**src/rtl/cpu_isa_pkg.sv**
```systemverilog
// Shared CSE-BUBBLE ISA definitions: field positions, opcode/funct encodings,
// instruction IDs and the decoded-payload struct used by decode, control and ALU.
package cpu_isa_pkg;

  localparam int unsigned XLEN   = 32;
  localparam int unsigned OP_W   = 6;
  localparam int unsigned REG_W  = 5;
  localparam int unsigned IMM_W  = 16;
  localparam int unsigned TGT_W  = 26;

  localparam int unsigned OP_LSB  = 26;
  localparam int unsigned S_LSB   = 21;
  localparam int unsigned T_LSB   = 16;
  localparam int unsigned D_LSB   = 11;
  localparam int unsigned SH_LSB  = 6;
  localparam int unsigned FN_LSB  = 0;

  localparam logic [OP_W-1:0] OP_RTYPE = 6'b000001;
  localparam logic [OP_W-1:0] OP_J     = 6'b000010;
  localparam logic [OP_W-1:0] OP_JAL   = 6'b000011;
  localparam logic [OP_W-1:0] OP_BEQ   = 6'b000100;
  localparam logic [OP_W-1:0] OP_BNE   = 6'b000101;
  localparam logic [OP_W-1:0] OP_ADDI  = 6'b001000;
  localparam logic [OP_W-1:0] OP_ADDIU = 6'b001001;
  localparam logic [OP_W-1:0] OP_SLTI  = 6'b001010;
  localparam logic [OP_W-1:0] OP_ANDI  = 6'b001100;
  localparam logic [OP_W-1:0] OP_ORI   = 6'b001101;
  localparam logic [OP_W-1:0] OP_LW    = 6'b100011;
  localparam logic [OP_W-1:0] OP_SW    = 6'b101011;

  localparam logic [OP_W-1:0] FN_ADD  = 6'b000000;
  localparam logic [OP_W-1:0] FN_SUB  = 6'b000001;
  localparam logic [OP_W-1:0] FN_ADDU = 6'b000010;
  localparam logic [OP_W-1:0] FN_SUBU = 6'b000011;
  localparam logic [OP_W-1:0] FN_AND  = 6'b000100;
  localparam logic [OP_W-1:0] FN_OR   = 6'b000101;
  localparam logic [OP_W-1:0] FN_SLL  = 6'b000110;
  localparam logic [OP_W-1:0] FN_SRL  = 6'b000111;
  localparam logic [OP_W-1:0] FN_SLT  = 6'b001000;
  localparam logic [OP_W-1:0] FN_JR   = 6'b001001;

  typedef enum logic [4:0] {
    ID_ILLEGAL = 5'd0,
    ID_ADD     = 5'd1,
    ID_SUB     = 5'd2,
    ID_ADDU    = 5'd3,
    ID_SUBU    = 5'd4,
    ID_AND     = 5'd5,
    ID_OR      = 5'd6,
    ID_SLL     = 5'd7,
    ID_SRL     = 5'd8,
    ID_SLT     = 5'd9,
    ID_JR      = 5'd10,
    ID_ADDI    = 5'd11,
    ID_ADDIU   = 5'd12,
    ID_ANDI    = 5'd13,
    ID_ORI     = 5'd14,
    ID_LW      = 5'd15,
    ID_SW      = 5'd16,
    ID_BEQ     = 5'd17,
    ID_BNE     = 5'd18,
    ID_SLTI    = 5'd19,
    ID_J       = 5'd20,
    ID_JAL     = 5'd21
  } instr_id_e;

  typedef struct packed {
    logic [XLEN-1:0] id;
    logic [XLEN-1:0] rs;
    logic [XLEN-1:0] rt;
    logic [XLEN-1:0] rd;
    logic            illegal;
  } decode_t;

  function automatic logic [OP_W-1:0] f_op(input logic [XLEN-1:0] ir);
    return ir[OP_LSB +: OP_W];
  endfunction

  function automatic logic [XLEN-1:0] f_reg(input logic [XLEN-1:0] ir, input int unsigned lsb);
    return XLEN'(ir[lsb +: REG_W]);
  endfunction

  function automatic logic [XLEN-1:0] f_id(input instr_id_e id);
    return XLEN'(id);
  endfunction

endpackage

```
**src/rtl/instr_decode_if.sv**
```systemverilog
// Instruction-in / decoded-operands-out bundle between the IR and the decoder.
interface instr_decode_if;
  import cpu_isa_pkg::*;

  logic            in_valid;
  logic [XLEN-1:0] ir;
  logic            out_valid;
  logic [XLEN-1:0] ID;
  logic [XLEN-1:0] rs;
  logic [XLEN-1:0] rt;
  logic [XLEN-1:0] rd;
  logic            illegal;

  modport master (
    output in_valid, ir,
    input  out_valid, ID, rs, rt, rd, illegal
  );

  modport slave (
    input  in_valid, ir,
    output out_valid, ID, rs, rt, rd, illegal
  );

endinterface

```
**src/rtl/instr_decode_comb.sv**
```systemverilog
// Purely combinational decode of one instruction word into ID/operands/illegal.
module instr_decode_comb
  import cpu_isa_pkg::*;
(
  input  logic [XLEN-1:0] ir_i,
  output decode_t         dec_o
);

  logic [OP_W-1:0]  op;
  logic [OP_W-1:0]  fn;
  logic [XLEN-1:0]  s_ext;
  logic [XLEN-1:0]  t_ext;
  logic [XLEN-1:0]  d_ext;
  logic [XLEN-1:0]  sh_ext;
  logic [XLEN-1:0]  imm_sx;
  logic [XLEN-1:0]  imm_zx;
  logic [XLEN-1:0]  tgt_zx;

  assign op     = f_op(ir_i);
  assign fn     = ir_i[FN_LSB +: OP_W];
  assign s_ext  = f_reg(ir_i, S_LSB);
  assign t_ext  = f_reg(ir_i, T_LSB);
  assign d_ext  = f_reg(ir_i, D_LSB);
  assign sh_ext = f_reg(ir_i, SH_LSB);
  assign imm_sx = {{(XLEN-IMM_W){ir_i[IMM_W-1]}}, ir_i[IMM_W-1:0]};
  assign imm_zx = XLEN'(ir_i[IMM_W-1:0]);
  assign tgt_zx = XLEN'(ir_i[TGT_W-1:0]);

  always_comb begin
    dec_o = '0;
    unique case (op)
      OP_RTYPE: begin
        dec_o.rs = s_ext;
        dec_o.rt = t_ext;
        dec_o.rd = d_ext;
        unique case (fn)
          FN_ADD:  dec_o.id = f_id(ID_ADD);
          FN_SUB:  dec_o.id = f_id(ID_SUB);
          FN_ADDU: dec_o.id = f_id(ID_ADDU);
          FN_SUBU: dec_o.id = f_id(ID_SUBU);
          FN_AND:  dec_o.id = f_id(ID_AND);
          FN_OR:   dec_o.id = f_id(ID_OR);
          FN_SLL: begin
            dec_o.id = f_id(ID_SLL);
            dec_o.rs = sh_ext;
          end
          FN_SRL: begin
            dec_o.id = f_id(ID_SRL);
            dec_o.rs = sh_ext;
          end
          FN_SLT:  dec_o.id = f_id(ID_SLT);
          FN_JR: begin
            dec_o.id = f_id(ID_JR);
            dec_o.rt = '0;
            dec_o.rd = '0;
          end
          default: dec_o = '{id: '0, rs: '0, rt: '0, rd: '0, illegal: 1'b1};
        endcase
      end
      OP_ADDI, OP_ADDIU, OP_ANDI, OP_ORI, OP_LW, OP_SW, OP_BEQ, OP_BNE, OP_SLTI: begin
        dec_o.rs = s_ext;
        dec_o.rt = t_ext;
        dec_o.rd = imm_sx;
        unique case (op)
          OP_ADDI:  dec_o.id = f_id(ID_ADDI);
          OP_ADDIU: dec_o.id = f_id(ID_ADDIU);
          OP_ANDI: begin
            dec_o.id = f_id(ID_ANDI);
            dec_o.rd = imm_zx;
          end
          OP_ORI: begin
            dec_o.id = f_id(ID_ORI);
            dec_o.rd = imm_zx;
          end
          OP_LW:    dec_o.id = f_id(ID_LW);
          OP_SW:    dec_o.id = f_id(ID_SW);
          OP_BEQ:   dec_o.id = f_id(ID_BEQ);
          OP_BNE:   dec_o.id = f_id(ID_BNE);
          default:  dec_o.id = f_id(ID_SLTI);
        endcase
      end
      OP_J: begin
        dec_o.id = f_id(ID_J);
        dec_o.rd = tgt_zx;
      end
      OP_JAL: begin
        dec_o.id = f_id(ID_JAL);
        dec_o.rd = tgt_zx;
      end
      default: dec_o.illegal = 1'b1;
    endcase
  end

endmodule

```
**src/rtl/instr_decode.sv**
```systemverilog
// Registered instruction decoder: one-cycle latency, results hold while in_valid is low.
module instr_decode
  import cpu_isa_pkg::*;
(
  input  logic           clk,
  input  logic           rst,
  instr_decode_if.slave  bus
);

  decode_t dec_c;
  decode_t dec_d;
  decode_t dec_q;
  logic    valid_d;
  logic    valid_q;

  instr_decode_comb u_comb (
    .ir_i  (bus.ir),
    .dec_o (dec_c)
  );

  // Invalid cycles keep the last decoded result visible downstream.
  assign dec_d   = bus.in_valid ? dec_c : dec_q;
  assign valid_d = bus.in_valid;

  always_ff @(posedge clk) begin
    if (rst) begin
      dec_q   <= '0;
      valid_q <= 1'b0;
    end else begin
      dec_q   <= dec_d;
      valid_q <= valid_d;
    end
  end

  assign bus.out_valid = valid_q;
  assign bus.ID        = dec_q.id;
  assign bus.rs        = dec_q.rs;
  assign bus.rt        = dec_q.rt;
  assign bus.rd        = dec_q.rd;
  assign bus.illegal   = dec_q.illegal;

endmodule

```
**src/flat_wrapper.sv**
```systemverilog
// flat-port wrapper written by rule: the top's interface ports become plain ports
module instr_decode_flat import cpu_isa_pkg::*;
  (clk, rst, bus_in_valid, bus_ir, bus_out_valid, bus_ID, bus_rs, bus_rt, bus_rd, bus_illegal);
  instr_decode_if bus_i ();
  input  logic clk;
  input  logic rst;
  input wire logic [$bits(bus_i.in_valid)-1:0] bus_in_valid;
  input wire logic [$bits(bus_i.ir)-1:0] bus_ir;
  output wire logic [$bits(bus_i.out_valid)-1:0] bus_out_valid;
  output wire logic [$bits(bus_i.ID)-1:0] bus_ID;
  output wire logic [$bits(bus_i.rs)-1:0] bus_rs;
  output wire logic [$bits(bus_i.rt)-1:0] bus_rt;
  output wire logic [$bits(bus_i.rd)-1:0] bus_rd;
  output wire logic [$bits(bus_i.illegal)-1:0] bus_illegal;
  assign bus_i.in_valid = bus_in_valid;
  assign bus_i.ir = bus_ir;
  assign bus_out_valid = bus_i.out_valid;
  assign bus_ID = bus_i.ID;
  assign bus_rs = bus_i.rs;
  assign bus_rt = bus_i.rt;
  assign bus_rd = bus_i.rd;
  assign bus_illegal = bus_i.illegal;
  instr_decode u_core (.clk(clk), .rst(rst), .bus(bus_i));
endmodule
```
**config.mk**
```make
export PLATFORM = sky130hd
export DESIGN_NAME = instr_decode_flat
export DESIGN_NICKNAME = d
export VERILOG_FILES = /design/src/rtl/cpu_isa_pkg.sv /design/src/rtl/instr_decode_if.sv /design/src/rtl/instr_decode_comb.sv /design/src/rtl/instr_decode.sv /design/src/flat_wrapper.sv
export SDC_FILE = /design/constraint.sdc
export NUM_CORES = 1
export LEC_CHECK = 0
export BUFFER_PORTS_ARGS = -buffer_cell sky130_fd_sc_hd__buf_2
export CAP_MARGIN = 20
export CELL_PAD_IN_SITES_DETAIL_PLACEMENT = 1
export CELL_PAD_IN_SITES_GLOBAL_PLACEMENT = 1
export CORE_ASPECT_RATIO = 0.9
export CORE_MARGIN = 2
export CORE_UTILIZATION = 27
export DETAILED_ROUTE_END_ITERATION = 7
export PLACE_DENSITY_LB_ADDON = 0.1
export SLEW_MARGIN = 10
export SYNTH_ARGS = -nofsm -noshare
export SYNTH_HDL_FRONTEND = slang
export SYNTH_SLANG_ARGS = --single-unit
```
**constraint.sdc**
```tcl
create_clock -name clk -period 1.6 [get_ports clk]
set_input_delay 0.32 -clock clk [delete_from_list [all_inputs] [get_ports clk]]
set_output_delay 0.32 -clock clk [all_outputs]
set_load 0.03 [all_outputs]
```
==> load_flow_metrics.sql <==
INSERT INTO impl_metrics (metric_group, metric, value, unit) VALUES
('floorplanning', 'floorplan.initialDensity', '27.91', '%'),
('hold_path', 'timing.hold.worst.class', 'input pin to flop', ''),
('yosys', 'synthesis.area_per_instance', '7.904', 'µm²'),
('layout', 'areaGrowthSynthToFinish', '20.29', '%'),
('clock_tree', 'clock_sinks', '44', ''),
('setup_path', 'worst-path-buf-inv', '1', ''),
('sta', 'timing_max_transition_violations_final', '0', ''),
('setup_path', 'setup.worst_path.class', 'input pin to flop', ''),
('global_route', 'number_of_antenna_violations_at_the_first_check_in_global_routing', '0', ''),
('power_and_ir_drop', 'switchingPower', '971.5', 'µW'),
('floorplanning', 'die_w', '109.8', 'µm'),
('placement', 'pre_cts_slack', '-0.2424', 'ns'),
('yosys', 'synthDominantCellAreaShare', '32.40', '%'),
('clock_tree', 'cts_post_setup_buffers_inserted', '0', ''),
('clock_tree', 'cts_hold_repair.buffers', '0', ''),
('sta', 'hold_violations', '0', ''),
('clock_tree', 'cts_resized', '0', ''),
('power_and_ir_drop', 'power.leakage', '0.001509', 'µW'),
('detailed_routing', 'dr.pass1.iters', '4', ''),
('detailed_routing', 'detail_route.drc_violations', '0', ''),
('clock_tree', 'clk-insertion-delay-late', '0.29', 'ns'),
('job', 'reported_max_cap_violation_count', '0', ''),
('sta', 'post-route-period-util', '94.79', '%'),
('yosys', 'synth_warnings', '0', ''),
('yosys', 'count_of_state_elements_after_synthesis', '44', ''),
('detailed_routing', 'totalWireLength', '7836', 'µm'),
('global_route', 'first_global_vias', '2401', ''),
('detailed_routing', 'detail_route.iter0.violations', '63', ''),
('power_and_ir_drop', 'power_per_cell_area', '837.5', 'nW/µm²'),
('power_and_ir_drop', 'switching_share', '35.47', '%'),
('layout', 'fraction_of_final_layout_cells_with_drive_strength_greater_than_1', '31.88', '%'),
('sta', 'grt_setup_unrepaired', 'false', ''),
('detailed_routing', 'dr_vias', '2424', ''),
('detailed_routing', 'wl_per_cell', '13.94', 'µm'),
('run_status', 'status', 'complete, no violations', ''),
('global_route', 'maximum_number_of_pins_on_one_net_before_global_route_repair', '30', ''),
('floorplanning', 'io_pins', '165', ''),
('clock_tree', 'cts_root_buf', 'sky130_fd_sc_hd__clkbuf_8', ''),
('floorplanning', 'core-area', '9742', 'µm²'),
('power_and_ir_drop', 'sequentialPowerShare', '42.1', '%'),
('layout', 'antenna-diode-count', '0', ''),
('power_and_ir_drop', 'irDropWorstVdd', '0.0002807', 'V'),
('yosys', 'ys_top_cells_by_area', 'sky130_fd_sc_hd__dfxtp_1, sky130_fd_sc_hd__buf_4, sky130_fd_sc_hd__nand2_1', ''),
('sta', 'setup_viol_count_final', '0', ''),
('placement', 'buffer_ports.inserted', '83', ''),
('power_and_ir_drop', 'power.combinational.fraction', '27.6', '%'),
('clock_tree', 'tritoncts_clock_tree', 'done', ''),
('yosys', 'synth.lib_cells_used.distinct', '47', ''),
('sta', 'final.min_clock_period', '1.517', 'ns'),
('detailed_routing', 'drt.antenna.violating_nets', '0', ''),
('sta', 'clock_skew', '0', 'ns'),
('clock_tree', 'htree_num_levels', '2', ''),
('setup_path', 'max_stage_delay', '0.55', 'ns'),
('setup_path', 'critPathTopFamily', 'compound AO/OA/AOI/OAI gates', ''),
('yosys', 'synthMostInstantiatedCell', 'sky130_fd_sc_hd__buf_4', ''),
('clock_tree', 'clkSlewWorstSetupHoldPaths', '0.08', 'ns'),
('setup_path', 'slowest_stage', 'sky130_fd_sc_hd__or4b_4', ''),
('yosys', 'yosysTopAreaCell', 'sky130_fd_sc_hd__dfxtp_1', ''),
('yosys', 'flip_flop_cell_with_the_highest_count_after_synthesis', 'sky130_fd_sc_hd__dfxtp_1', ''),
('floorplanning', 'floorplan.rows', '34', ''),
('placement', 'gp_congestion', '0.7964', ''),
('yosys', 'mappedNetlistArea', '2719', 'µm²'),
('floorplanning', 'die_height', '99.20', 'µm'),
('setup_path', 'critPathArrivalTime', '1.74', 'ns'),
('clock_tree', 'cts-buffers-inserted', '5', ''),
('floorplanning', 'fp.dieArea', '10890', 'µm²'),
('sta', 'highest_clock_frequency_the_design_can_meet', '0.6593', 'GHz'),
('placement', 'place_hpwl', '6107', 'µm'),
('yosys', 'post_synth_most_frequent_cells', 'sky130_fd_sc_hd__buf_4, sky130_fd_sc_hd__dfxtp_1, sky130_fd_sc_hd__nand2_1, sky130_fd_sc_hd__nor2_1, sky130_fd_sc_hd__a21oi_1', ''),
('setup_path', 'worstSetupStartpointType', 'input pin', ''),
('sta', 'hold_ws', '0.2496', 'ns');
-- through the flow --
stage	area (µm²)	power [µW]	utilization, %	TNS (ns)	instances
after floorplan	3035	1867	-	0	424
after global placement	3100	1913	31.83	-7.215	555
after detailed placement	3100	1916	31.83	-7.970	555
after CTS	3199	2755	32.84	0	561
after global routing	3271	2875	33.57	0	562
final	3271	2739	33.57	0	562
-- sequential cells by signal, indices dropped and copies added (netlist names) --
register and flops:
u_core.bus.rd 27, u_core.bus.rs 5, u_core.bus.out_valid 1, u_core.bus.illegal 1
u_core.bus.ID 5, u_core.bus.rt 5
-- power by group through the flow --
stage	clock, µW	sequential (µW)	combinational, µW
after global routing	899	1160	816
after CTS	862	1150	738
final	829	1150	757
after detailed placement	0	1180	737
after floorplan	0	1250	615
after global placement	0	1180	733
-- cells in the final DEF, fill, tap and decap left out, types with 2 or more instances in the layout --
master and instances:
sky130_fd_sc_hd__a31oi_1 2, sky130_fd_sc_hd__inv_1 5, sky130_fd_sc_hd__a21oi_1 17, sky130_fd_sc_hd__nor2b_1 3, sky130_fd_sc_hd__nand2b_1 3, sky130_fd_sc_hd__conb_1 81
sky130_fd_sc_hd__buf_6 3, sky130_fd_sc_hd__a22o_1 5, sky130_fd_sc_hd__nor3_1 4, sky130_fd_sc_hd__o21ai_1 14, sky130_fd_sc_hd__nor2_1 27, sky130_fd_sc_hd__nand4b_1 2
sky130_fd_sc_hd__dfxtp_1 44, sky130_fd_sc_hd__o21ai_0 7, sky130_fd_sc_hd__a211oi_2 9, sky130_fd_sc_hd__buf_2 83, sky130_fd_sc_hd__buf_4 25, sky130_fd_sc_hd__nand2_1 42
sky130_fd_sc_hd__clkbuf_8 5, sky130_fd_sc_hd__a22oi_1 7, sky130_fd_sc_hd__buf_12 2, sky130_fd_sc_hd__a211oi_1 7, sky130_fd_sc_hd__nand3_1 13
-- logic make-up (layout without fill, tap and decap cells) --
logic type                Yosys count  count (layout)  synth area share [%]
other                               1              81                0.1379
and+or+nand+nor                   107             107                 18.50
buffers and inverters             112             124                 28.03
DFF                                44              44                 32.40
xor gates and xnor gates            1               1                0.3222
AOI/OAI and AO/OA                  79              79                 20.62
-- layer usage --
metal	track usage, %	vias to the layer above	routed length [µm]
li1	-	1188	-
met3	3.670	5	530
met1	19.31	1146	3609
met5	0	-	0
met2	22.84	85	3648
met4	2.629	0	47
-- final cells by class --
cell class	count	area, µm²
Fill cell	1228	6471
Multi-Input combinational cell	268	1438
Sequential cell	44	880.8
Timing Repair Buffer	113	676.9
Tap cell	126	157.7
Clock buffer	5	68.82
Clock inverter	1	30.03
Inverter	5	18.77
-- worst paths after layout --
kind,to,startpoint,slack [ns],depth (start not counted)
setup / recovery,u_core.bus.rs[2],bus_ir[31],0.08,6
hold / removal,u_core.bus.rt[3],bus_ir[19],0.25,2
setup reg to reg,u_core.bus.rd[20],u_core.bus.rd[20],0.91,2
hold reg to reg,u_core.bus.rd[0],u_core.bus.rd[0],0.45,2
No activity file was read; power rests on OpenSTA's default activity.
